**src/rtl/sar_scan_sequencer.sv**
```systemverilog
// Sequences an 8-bit SAR core across an NCH-way analog mux: settle, average 2^AVG_LOG2 samples, report one result per channel.
// Results are single-cycle pulses with no backpressure; a conversion without SarReady inside TIMEOUT cycles drops that channel.
module sar_scan_sequencer #(
    parameter int NCH      = 4,
    parameter int AVG_LOG2 = 2,
    parameter int SETTLE   = 2,
    parameter int TIMEOUT  = 31
) (
    input  logic                     i_clk,
    input  logic                     i_rst,
    input  logic                     i_scan_en,
    input  logic                     i_continuous,
    input  logic [NCH-1:0]           i_chan_mask,
    input  logic                     i_err_clr,
    input  logic                     i_sar_ready,
    input  logic [7:0]               i_sar_data,
    output logic                     o_sar_reset,
    output logic [$clog2(NCH)-1:0]   o_chan_sel,
    output logic                     o_busy,
    output logic                     o_result_valid,
    output logic [$clog2(NCH)-1:0]   o_result_chan,
    output logic [7:0]               o_result_data,
    output logic                     o_timeout_err
);

    localparam int CW = $clog2(NCH);
    localparam int AW = 8 + AVG_LOG2;
    localparam int SW = AVG_LOG2 + 1;
    localparam int TW = $clog2(TIMEOUT + 1);
    localparam logic [SW-1:0] NSAMP = SW'(1 << AVG_LOG2);

    typedef enum logic [2:0] {
        S_IDLE,
        S_SETTLE,
        S_CONV,
        S_REARM,
        S_DONE,
        S_NEXT
    } state_t;

    state_t          r_state;
    state_t          w_state_nxt;
    logic [NCH-1:0]  r_scan_mask;
    logic [CW-1:0]   r_chan_sel;
    logic [3:0]      r_settle_cnt;
    logic [TW-1:0]   r_tmo_cnt;
    logic [SW-1:0]   r_samp_cnt;
    logic [AW-1:0]   r_acc;
    logic            r_sar_reset;
    logic            r_busy;
    logic            r_result_valid;
    logic [CW-1:0]   r_result_chan;
    logic [7:0]      r_result_data;
    logic            r_timeout_err;

    logic [NCH-1:0]  w_above;
    logic            w_mask_ld;
    logic            w_chan_ld;
    logic [CW-1:0]   w_chan_val;
    logic            w_sample;
    logic            w_timeout;
    logic            w_settle_entry;
    logic [AW-1:0]   w_acc_sum;
    logic [SW-1:0]   w_samp_inc;

    function automatic logic [CW-1:0] f_lowest(input logic [NCH-1:0] m);
        logic [CW-1:0] idx;
        idx = '0;
        for (int i = NCH - 1; i >= 0; i--) begin
            if (m[i]) idx = CW'(i);
        end
        return idx;
    endfunction

    assign w_acc_sum      = r_acc + AW'(i_sar_data);
    assign w_samp_inc     = r_samp_cnt + SW'(1);
    assign w_settle_entry = (w_state_nxt == S_SETTLE) && (r_state != S_SETTLE);

    // Enabled channels strictly above the one currently selected.
    always_comb begin
        for (int i = 0; i < NCH; i++) begin
            w_above[i] = r_scan_mask[i] && (CW'(i) > r_chan_sel);
        end
    end

    always_comb begin
        w_state_nxt = r_state;
        w_mask_ld   = 1'b0;
        w_chan_ld   = 1'b0;
        w_chan_val  = r_chan_sel;
        w_sample    = 1'b0;
        w_timeout   = 1'b0;
        case (r_state)
            S_IDLE: begin
                if (i_scan_en && (|i_chan_mask)) begin
                    w_mask_ld   = 1'b1;
                    w_chan_ld   = 1'b1;
                    w_chan_val  = f_lowest(i_chan_mask);
                    w_state_nxt = S_SETTLE;
                end
            end
            S_SETTLE: begin
                if (r_settle_cnt == 4'(SETTLE - 1)) w_state_nxt = S_CONV;
            end
            S_CONV: begin
                if (i_sar_ready) begin
                    w_sample    = 1'b1;
                    w_state_nxt = (w_samp_inc == NSAMP) ? S_DONE : S_REARM;
                end else if (r_tmo_cnt == TW'(TIMEOUT - 1)) begin
                    w_timeout   = 1'b1;
                    w_state_nxt = S_NEXT;
                end
            end
            S_REARM: w_state_nxt = S_CONV;
            S_DONE:  w_state_nxt = S_NEXT;
            S_NEXT: begin
                // Dropping ScanEn lets the current channel finish, then stops here.
                if (!i_scan_en) begin
                    w_state_nxt = S_IDLE;
                end else if (|w_above) begin
                    w_chan_ld   = 1'b1;
                    w_chan_val  = f_lowest(w_above);
                    w_state_nxt = S_SETTLE;
                end else if (i_continuous && (|i_chan_mask)) begin
                    w_mask_ld   = 1'b1;
                    w_chan_ld   = 1'b1;
                    w_chan_val  = f_lowest(i_chan_mask);
                    w_state_nxt = S_SETTLE;
                end else begin
                    w_state_nxt = S_IDLE;
                end
            end
            default: w_state_nxt = S_IDLE;
        endcase
    end

    always_ff @(posedge i_clk or posedge i_rst) begin
        if (i_rst) r_state <= S_IDLE;
        else       r_state <= w_state_nxt;
    end

    // Outputs are registered from the next state so they line up with the state they describe.
    always_ff @(posedge i_clk or posedge i_rst) begin
        if (i_rst) begin
            r_scan_mask    <= '0;
            r_chan_sel     <= '0;
            r_settle_cnt   <= '0;
            r_tmo_cnt      <= '0;
            r_samp_cnt     <= '0;
            r_acc          <= '0;
            r_sar_reset    <= 1'b1;
            r_busy         <= 1'b0;
            r_result_valid <= 1'b0;
            r_result_chan  <= '0;
            r_result_data  <= '0;
            r_timeout_err  <= 1'b0;
        end else begin
            if (w_mask_ld) r_scan_mask <= i_chan_mask;
            if (w_chan_ld) r_chan_sel  <= w_chan_val;
            r_settle_cnt <= (r_state == S_SETTLE) ? r_settle_cnt + 4'd1 : 4'd0;
            r_tmo_cnt    <= (r_state == S_CONV && !i_sar_ready) ? r_tmo_cnt + TW'(1) : '0;
            if (w_settle_entry) begin
                r_acc      <= '0;
                r_samp_cnt <= '0;
            end else if (w_sample) begin
                r_acc      <= w_acc_sum;
                r_samp_cnt <= w_samp_inc;
            end
            r_sar_reset    <= (w_state_nxt != S_CONV);
            r_busy         <= (w_state_nxt != S_IDLE);
            r_result_valid <= (w_state_nxt == S_DONE);
            if (w_state_nxt == S_DONE) begin
                r_result_chan <= r_chan_sel;
                r_result_data <= w_acc_sum[AVG_LOG2 +: 8];
            end
            if (w_timeout)      r_timeout_err <= 1'b1;
            else if (i_err_clr) r_timeout_err <= 1'b0;
        end
    end

    assign o_sar_reset    = r_sar_reset;
    assign o_chan_sel     = r_chan_sel;
    assign o_busy         = r_busy;
    assign o_result_valid = r_result_valid;
    assign o_result_chan  = r_result_chan;
    assign o_result_data  = r_result_data;
    assign o_timeout_err  = r_timeout_err;

endmodule

```
**config.mk**
```make
export PLATFORM = sky130hd
export DESIGN_NAME = sar_scan_sequencer
export DESIGN_NICKNAME = d
export VERILOG_FILES = /design/src/rtl/sar_scan_sequencer.sv
export SDC_FILE = /design/constraint.sdc
export NUM_CORES = 1
export LEC_CHECK = 0
export ABC_AREA = 1
export BUFFER_PORTS_ARGS = -buffer_cell sky130_fd_sc_hd__buf_2
export CELL_PAD_IN_SITES_DETAIL_PLACEMENT = 2
export CELL_PAD_IN_SITES_GLOBAL_PLACEMENT = 2
export CORE_MARGIN = 2
export CORE_UTILIZATION = 30
export CTS_CLUSTER_SIZE = 30
export DETAILED_ROUTE_END_ITERATION = 10
export GPL_ROUTABILITY_DRIVEN = 0
export PLACE_DENSITY_LB_ADDON = 0.1
export REMOVE_ABC_BUFFERS = 1
export SYNTH_ARGS = -nofsm -noshare
export SYNTH_HDL_FRONTEND = slang
export SYNTH_SLANG_ARGS = --single-unit
```
**constraint.sdc**
```tcl
create_clock -name i_clk -period 1.5 [get_ports i_clk]
set_clock_uncertainty 0.05 [all_clocks]
set_input_delay 0.3 -clock i_clk [delete_from_list [all_inputs] [get_ports i_clk]]
set_output_delay 0.3 -clock i_clk [all_outputs]
set_load 0.03 [all_outputs]
```
# After elaboration in Yosys (flattened, before gate mapping)

Index checks and enable logic that the tools add are counted.

Register bits after elaboration: 45
Word-level logic and storage cells: 96
Input bits: 18

Equal/unequal tests: 15
Reduce and logical (&&, ||, !) cells: 17
Add/subtract/negate cells: 4
Multiplexer cells: 43
$lt $le $gt $ge: 4

Operator list:

| operator                                             | count |
|---|---|
| 2-to-1 mux 2 bit                                     | 12 |
| 2-to-1 mux 3 bit                                     | 7 |
| 2-to-1 mux 10 bit                                    | 2 |
| one-hot mux 3 bit (6 select lines)                   | 1 |
| 2-to-1 mux 1 bit                                     | 16 |
| equality test 3 bit (second input constant)          | 4 |
| adder 10 x 8 -> 10 bit                               | 1 |
| logical AND 1 bit                                    | 8 |
| OR reduction 4 bit                                   | 2 |
| equality test 3 x 1 -> 1 bit (second input constant) | 2 |
| equality test 3 x 2 -> 1 bit (second input constant) | 2 |
| nonzero test 2 bit                                   | 3 |
| adder 5 x 1 -> 5 bit (second input constant)         | 1 |
| equality test 5 bit (second input constant)          | 1 |
| 2-to-1 mux 5 bit                                     | 1 |
| AND reduction 5 bit                                  | 1 |
| adder 4 x 1 -> 4 bit (second input constant)         | 1 |
| equality test 4 x 1 -> 1 bit (second input constant) | 1 |
| > comparator 1 x 2 -> 1 bit (first input constant)   | 2 |
| > comparator 2 bit (first input constant)            | 2 |
| 2-to-1 mux 4 bit                                     | 1 |
| != test 2 bit (second input constant)                | 2 |
| one-hot mux 1 bit (2 select lines)                   | 2 |
| one-hot mux 2 bit (2 select lines)                   | 1 |
| other kinds (7)                                      | 7 |

# Depth between registers and ports, before layout

Depth in word-level cells: 9
Gate-level depth with buffers: 13

# Worst setup path before layout

No wires, ideal clock.

Path type: flip-flop to flip-flop
From: register r_acc[0]
To: register r_acc[8]
Stages on the path, launching flop included: 11
Required time: 1324 ps
Library setup time: 126 ps
Slack: -173 ps
Arrival time: 1496 ps
Buffers on the path: 0
Path through: dfrtp_1 ha_1 fa_1 nand3_1 nand2_1 nand3_1 nand2_1 nand2_1 nand2_1 nand2_1 o21ai_0

Cells in the longest elaborated chain, start to end: 3

RTL lines:

| what                   | RTL line | source |
|---|---|---|
| from (decl)            | 48       | `logic [AW-1:0] r_acc;` |
| from (signal assigned) | 166      | `r_acc <= w_acc_sum;` |
| adder 10 x 8 -> 10 bit | 75       | `assign w_acc_sum = r_acc + AW'(i_sar_data);` |
| 2-to-1 mux 10 bit      | 165      | `end else if (w_sample) begin` |
| 2-to-1 mux 10 bit      | 162      | `if (w_settle_entry) begin` |

Every way passes these cells. The select of a mux whose other input is x is not followed.
A chain may end at the register's enable or synchronous reset.

# Worst setup path in the final report

From: register r_settle_cnt[0]
To: register r_result_data[2], in the netlist o_result_data[2]

Cells in the longest elaborated chain, start to end: 4

RTL lines:

| what                               | RTL line | source |
|---|---|---|
| from (decl)                        | 45       | `logic [3:0] r_settle_cnt;` |
| from (signal assigned)             | 160      | `r_settle_cnt <= (r_state == S_SETTLE) ? r_settle_cnt + 4'd1 : 4'd0;` |
| equality test 4 x 1 -> 1 bit       | 103      | `if (r_settle_cnt == 4'(SETTLE - 1)) w_state_nxt = S_CONV;` |
| 2-to-1 mux 3 bit                   | 103      |  |
| one-hot mux 3 bit (6 select lines) | 93       | `case (r_state)` |
| net w_state_nxt[1]                 | 42       | `state_t w_state_nxt;` |
| equality test 3 bit                | 172      | `if (w_state_nxt == S_DONE) begin` |
| to (signal assigned)               | 174      | `r_result_data <= w_acc_sum[AVG_LOG2 +: 8];` |
| to (decl)                          | 53       | `logic [7:0] r_result_data;` |

The timed path passes the listed nets, and every way through them passes these cells.

==> metrics.md <==
| Metric | Value |
|---|---|
| CTS Buffer Depth | `2` |
| Worst path required time | `1.69 ns` |
| Number of global-route vias before repair | `2749` |
| Sequential area share after synthesis | `43.7%` |
| Row Count | `33` |
| Reg area | `1100 um2` |
| Synth warnings | `0` |
| Die Area | `9150 um2` |
| Synth Cell Area | `2520 um2` |
| DRT antenna net count | `0` |
| Post-synth cell types | `32` |
| Setup violators final | `30` |
| Worst path bufs/invs | `1` |
| Stage delay of the slowest cell on the critical path | `0.40 ns` |
| R2R Path Start | `r_settle_cnt[0]` |
| Clk Tree Root Cell | `clkbuf_8` |
| Largest net degree at the start of global routing | `30` |
| R2r endpoint | `o_result_data[2]` |
| Clock-pin slew on the worst setup and hold paths | `0.09 ns` |
| Leak | `1.98 nW` |
| Slew Viols, Final | `0` |
| Hold Path Depth | `2` |
| Unrepaired setup endpoints after global routing | `true` |
| First-pass GRT wire length | `13600 um` |
| Worst skew pair latency | `0.31 ns` |
| Outcome | `finished, violations left` |
| Finished Core Util | `49.5%` |
| Fin nets | `451` |
| Area used by multi-input combinational logic | `1780 um2` |
| Initial antenna violation count | `0` |
| Worst-Margin Slew | `0.424 ns` |
| Hold WC Path Type | `in2reg` |
| CP arrival | `2.03 ns` |
| Pre-antenna DRT Iters | `4` |
| Initial DRC Count | `76` |
| Dpl cell area | `3140 um2` |
| Clk sinks | `44` |
| Flops & latches, synth | `44` |
| Worst slew margin | `71.7%` |
| Worst VDD drop | `0.000761 V` |
| Final Cycle Share | `123%` |
| IO Pins | `34` |
| Port Buf Inserts | `33` |
| CTS tree | `yes` |
| Num CTS Buffers | `5` |
| Worst Path Max Fanout | `9` |
| Slowest cell on the critical path | `dfrtp_1` |
| Final wirelength | `9480 um` |
| DP Wirelength | `5780 um` |
| Worst reg2reg path depth | `9` |
| Worst Setup Path Type | `reg2reg` |
| Crit path cell chain | `ha_1, nor3b_4, or2_2, nand2_4, nand2_4, nor2_4, buf_12, nand3_1, nand2_1` |
| Violated checks | `setup timing` |
| CP most frequent cell | `nand2_4` |
| Maximum clock rate | `0.543 GHz` |
| Total of max-cap violations | `0` |
| Die Wd | `95.7 um` |
| Worst Hold Endpoint | `o_timeout_err` |
| CP Launch Type | `register` |
| Initial Util | `30.8%` |
| Start point of the worst min-delay path | `i_err_clr` |
| H-tree Lvls | `2` |
| Vias per inst | `4.84` |
| Chip height | `95.7 um` |
| Crit path capture type | `register` |
| Total power | `7.79 mW` |
| Post-route setup slack | `-0.341 ns` |
| Design Area, Final | `4050 um2` |
| Crit path max-delay family | `simple AND/OR/NAND/NOR gates` |
| R2r setup slk | `-0.34 ns` |
| Share of cells above drive strength 1 | `53.7%` |
| All-Layer GR Usage | `19.4%` |
| Antenna cells | `0` |
| Post-synthesis cell count | `313` |
| DRC violations left | `0` |
| Area grow syn2layout | `60.6%` |
| Final hold violation count | `0` |
| Routed wire per std cell | `18.1 um` |
| Avg Cell Area, Syn | `8.05 um2` |
| P per Cell Area | `1920 nW/um2` |
| Fillers | `890` |
| Minimum clock period after layout | `1.84 ns` |
| Vias | `2538` |
| Grt ovf | `0` |
| Core area | `8180 um2` |
-- cells in the final DEF (no fill, tap or decap), drive strengths merged --
master	instances
a21o	1
a21oi	11
buf	100
clkbuf	7
clkinv	1
clkinvlp	1
dfrtp	43
dfstp	1
dlygate4sd3	1
fa	1
ha	14
inv	48
nand2	85
nand3	33
nand4	5
nor2	33
nor3b	2
nor4	1
o21ai	13
o21bai	1
o221ai	1
o22ai	6
o31ai	1
or2	1
xnor2	1
xor2	7
-- worst max-delay path by stage --
stage                         start               end  slack, ns  cells past startpoint
floorplan                  r_acc[0]          r_acc[8]      -0.18                     10
global placement      i_sar_data[0]  o_result_data[2]      -0.32                      9
detailed placement    i_sar_data[0]  o_result_data[6]      -0.36                     11
CTS                   r_samp_cnt[1]  o_result_data[2]      -0.26                     11
global route        r_settle_cnt[1]  o_result_chan[0]      -0.43                     10
finish              r_settle_cnt[0]  o_result_data[2]      -0.34                      9
-- through the flow --
| step | setup TNS, ns | setup WS, ns | cells | hold slack [ns] |
|---|---|---|---|---|
| after floorplan | -3.10 | -0.183 | 309 | 0.359 |
| after CTS | -3.75 | -0.258 | 509 | 0.130 |
| final | -5.14 | -0.341 | 524 | 0.121 |
| after detailed placement | -6.09 | -0.361 | 492 | 0.265 |
| after global routing | -8.33 | -0.434 | 524 | 0.146 |
| after global placement | -5.30 | -0.316 | 492 | 0.255 |
-- Yosys cell counts --
library cell	instances	area, um2
a21o_1	1	7.51
a21oi_1	11	55.1
buf_4	2	15.0
buf_6	2	22.5
clkinv_1	1	3.75
dfrtp_1	43	1080
dfstp_2	1	26.3
fa_1	1	20.0
ha_1	14	175
inv_1	44	165
inv_2	4	15.0
nand2_1	78	293
nand2_2	5	31.3
nand2_4	2	22.5
nand3_1	30	150
nand3_2	2	20.0
nand4_1	4	25.0
nand4_2	1	12.5
nor2_1	24	90.1
nor2_2	6	37.5
nor2_4	3	33.8
nor3b_1	2	15.0
nor4_1	1	6.26
o21ai_0	8	40.0
o21ai_1	5	25.0
o21bai_1	1	7.51
o221ai_1	1	8.76
o22ai_1	6	37.5
o31ai_1	1	7.51
or2_2	1	6.26
xnor2_1	1	8.76
xor2_1	7	61.3
-- flip-flops by register name, indices dropped and copies added, names as in the netlist, 2 cells and up --
signal	flops
r_scan_mask	3
r_settle_cnt	4
o_chan_sel	2
o_result_data	8
r_acc	10
r_samp_cnt	3
r_state	3
r_tmo_cnt	5
o_result_chan	2
-- cell families (layout without fill, tap and decap cells) --
kind of cell | count (synthesis) | after routing | synth area share (%)
xor+xnor | 8 | 8 | 2.78
simple gates | 159 | 160 | 29.5
fa+ha+maj | 15 | 15 | 7.74
flops | 44 | 44 | 43.7
compound gates | 34 | 34 | 7.49
buf+inv | 53 | 158 | 8.78
-- per-layer routing --
| metal | wire length [um] | vias up | track usage [%] |
|---|---|---|---|
| li1 | - | 1204 | - |
| met1 | 3850 | 1286 | 23.0 |
| met2 | 5190 | 34 | 36.4 |
| met3 | 183 | 14 | 2.69 |
| met4 | 253 | 0 | 5.00 |
| met5 | 0 | - | 0 |
-- area by class of cell --
| class | instances | area share, % |
|---|---|---|
| clock buffer | 7 | 2.13 |
| sequential | 44 | 27.3 |
| timing repair buffer | 101 | 18.7 |
| multi-input combinational | 217 | 43.9 |
| inverter | 49 | 4.60 |
| tap | 105 | 3.24 |
| clock inverter | 1 | 0.185 |
-- power breakdown --
group | internal, mW | switching (mW)
Combinational | 2.18 | 2.81
Clock | 0.375 | 0.442
Sequential | 1.58 | 0.399
Total | 4.14 | 3.65
-- what timing repair did --
action,in CTS,in global routing
buffers inserted,7,15
hold buffers,1,0
cloned,1,0
pin swaps,30,39
setup endpoints to repair,26,32
gates resized for setup,84,63
hold endpoints to repair,14,0
No activity file was read; power rests on OpenSTA's default activity.
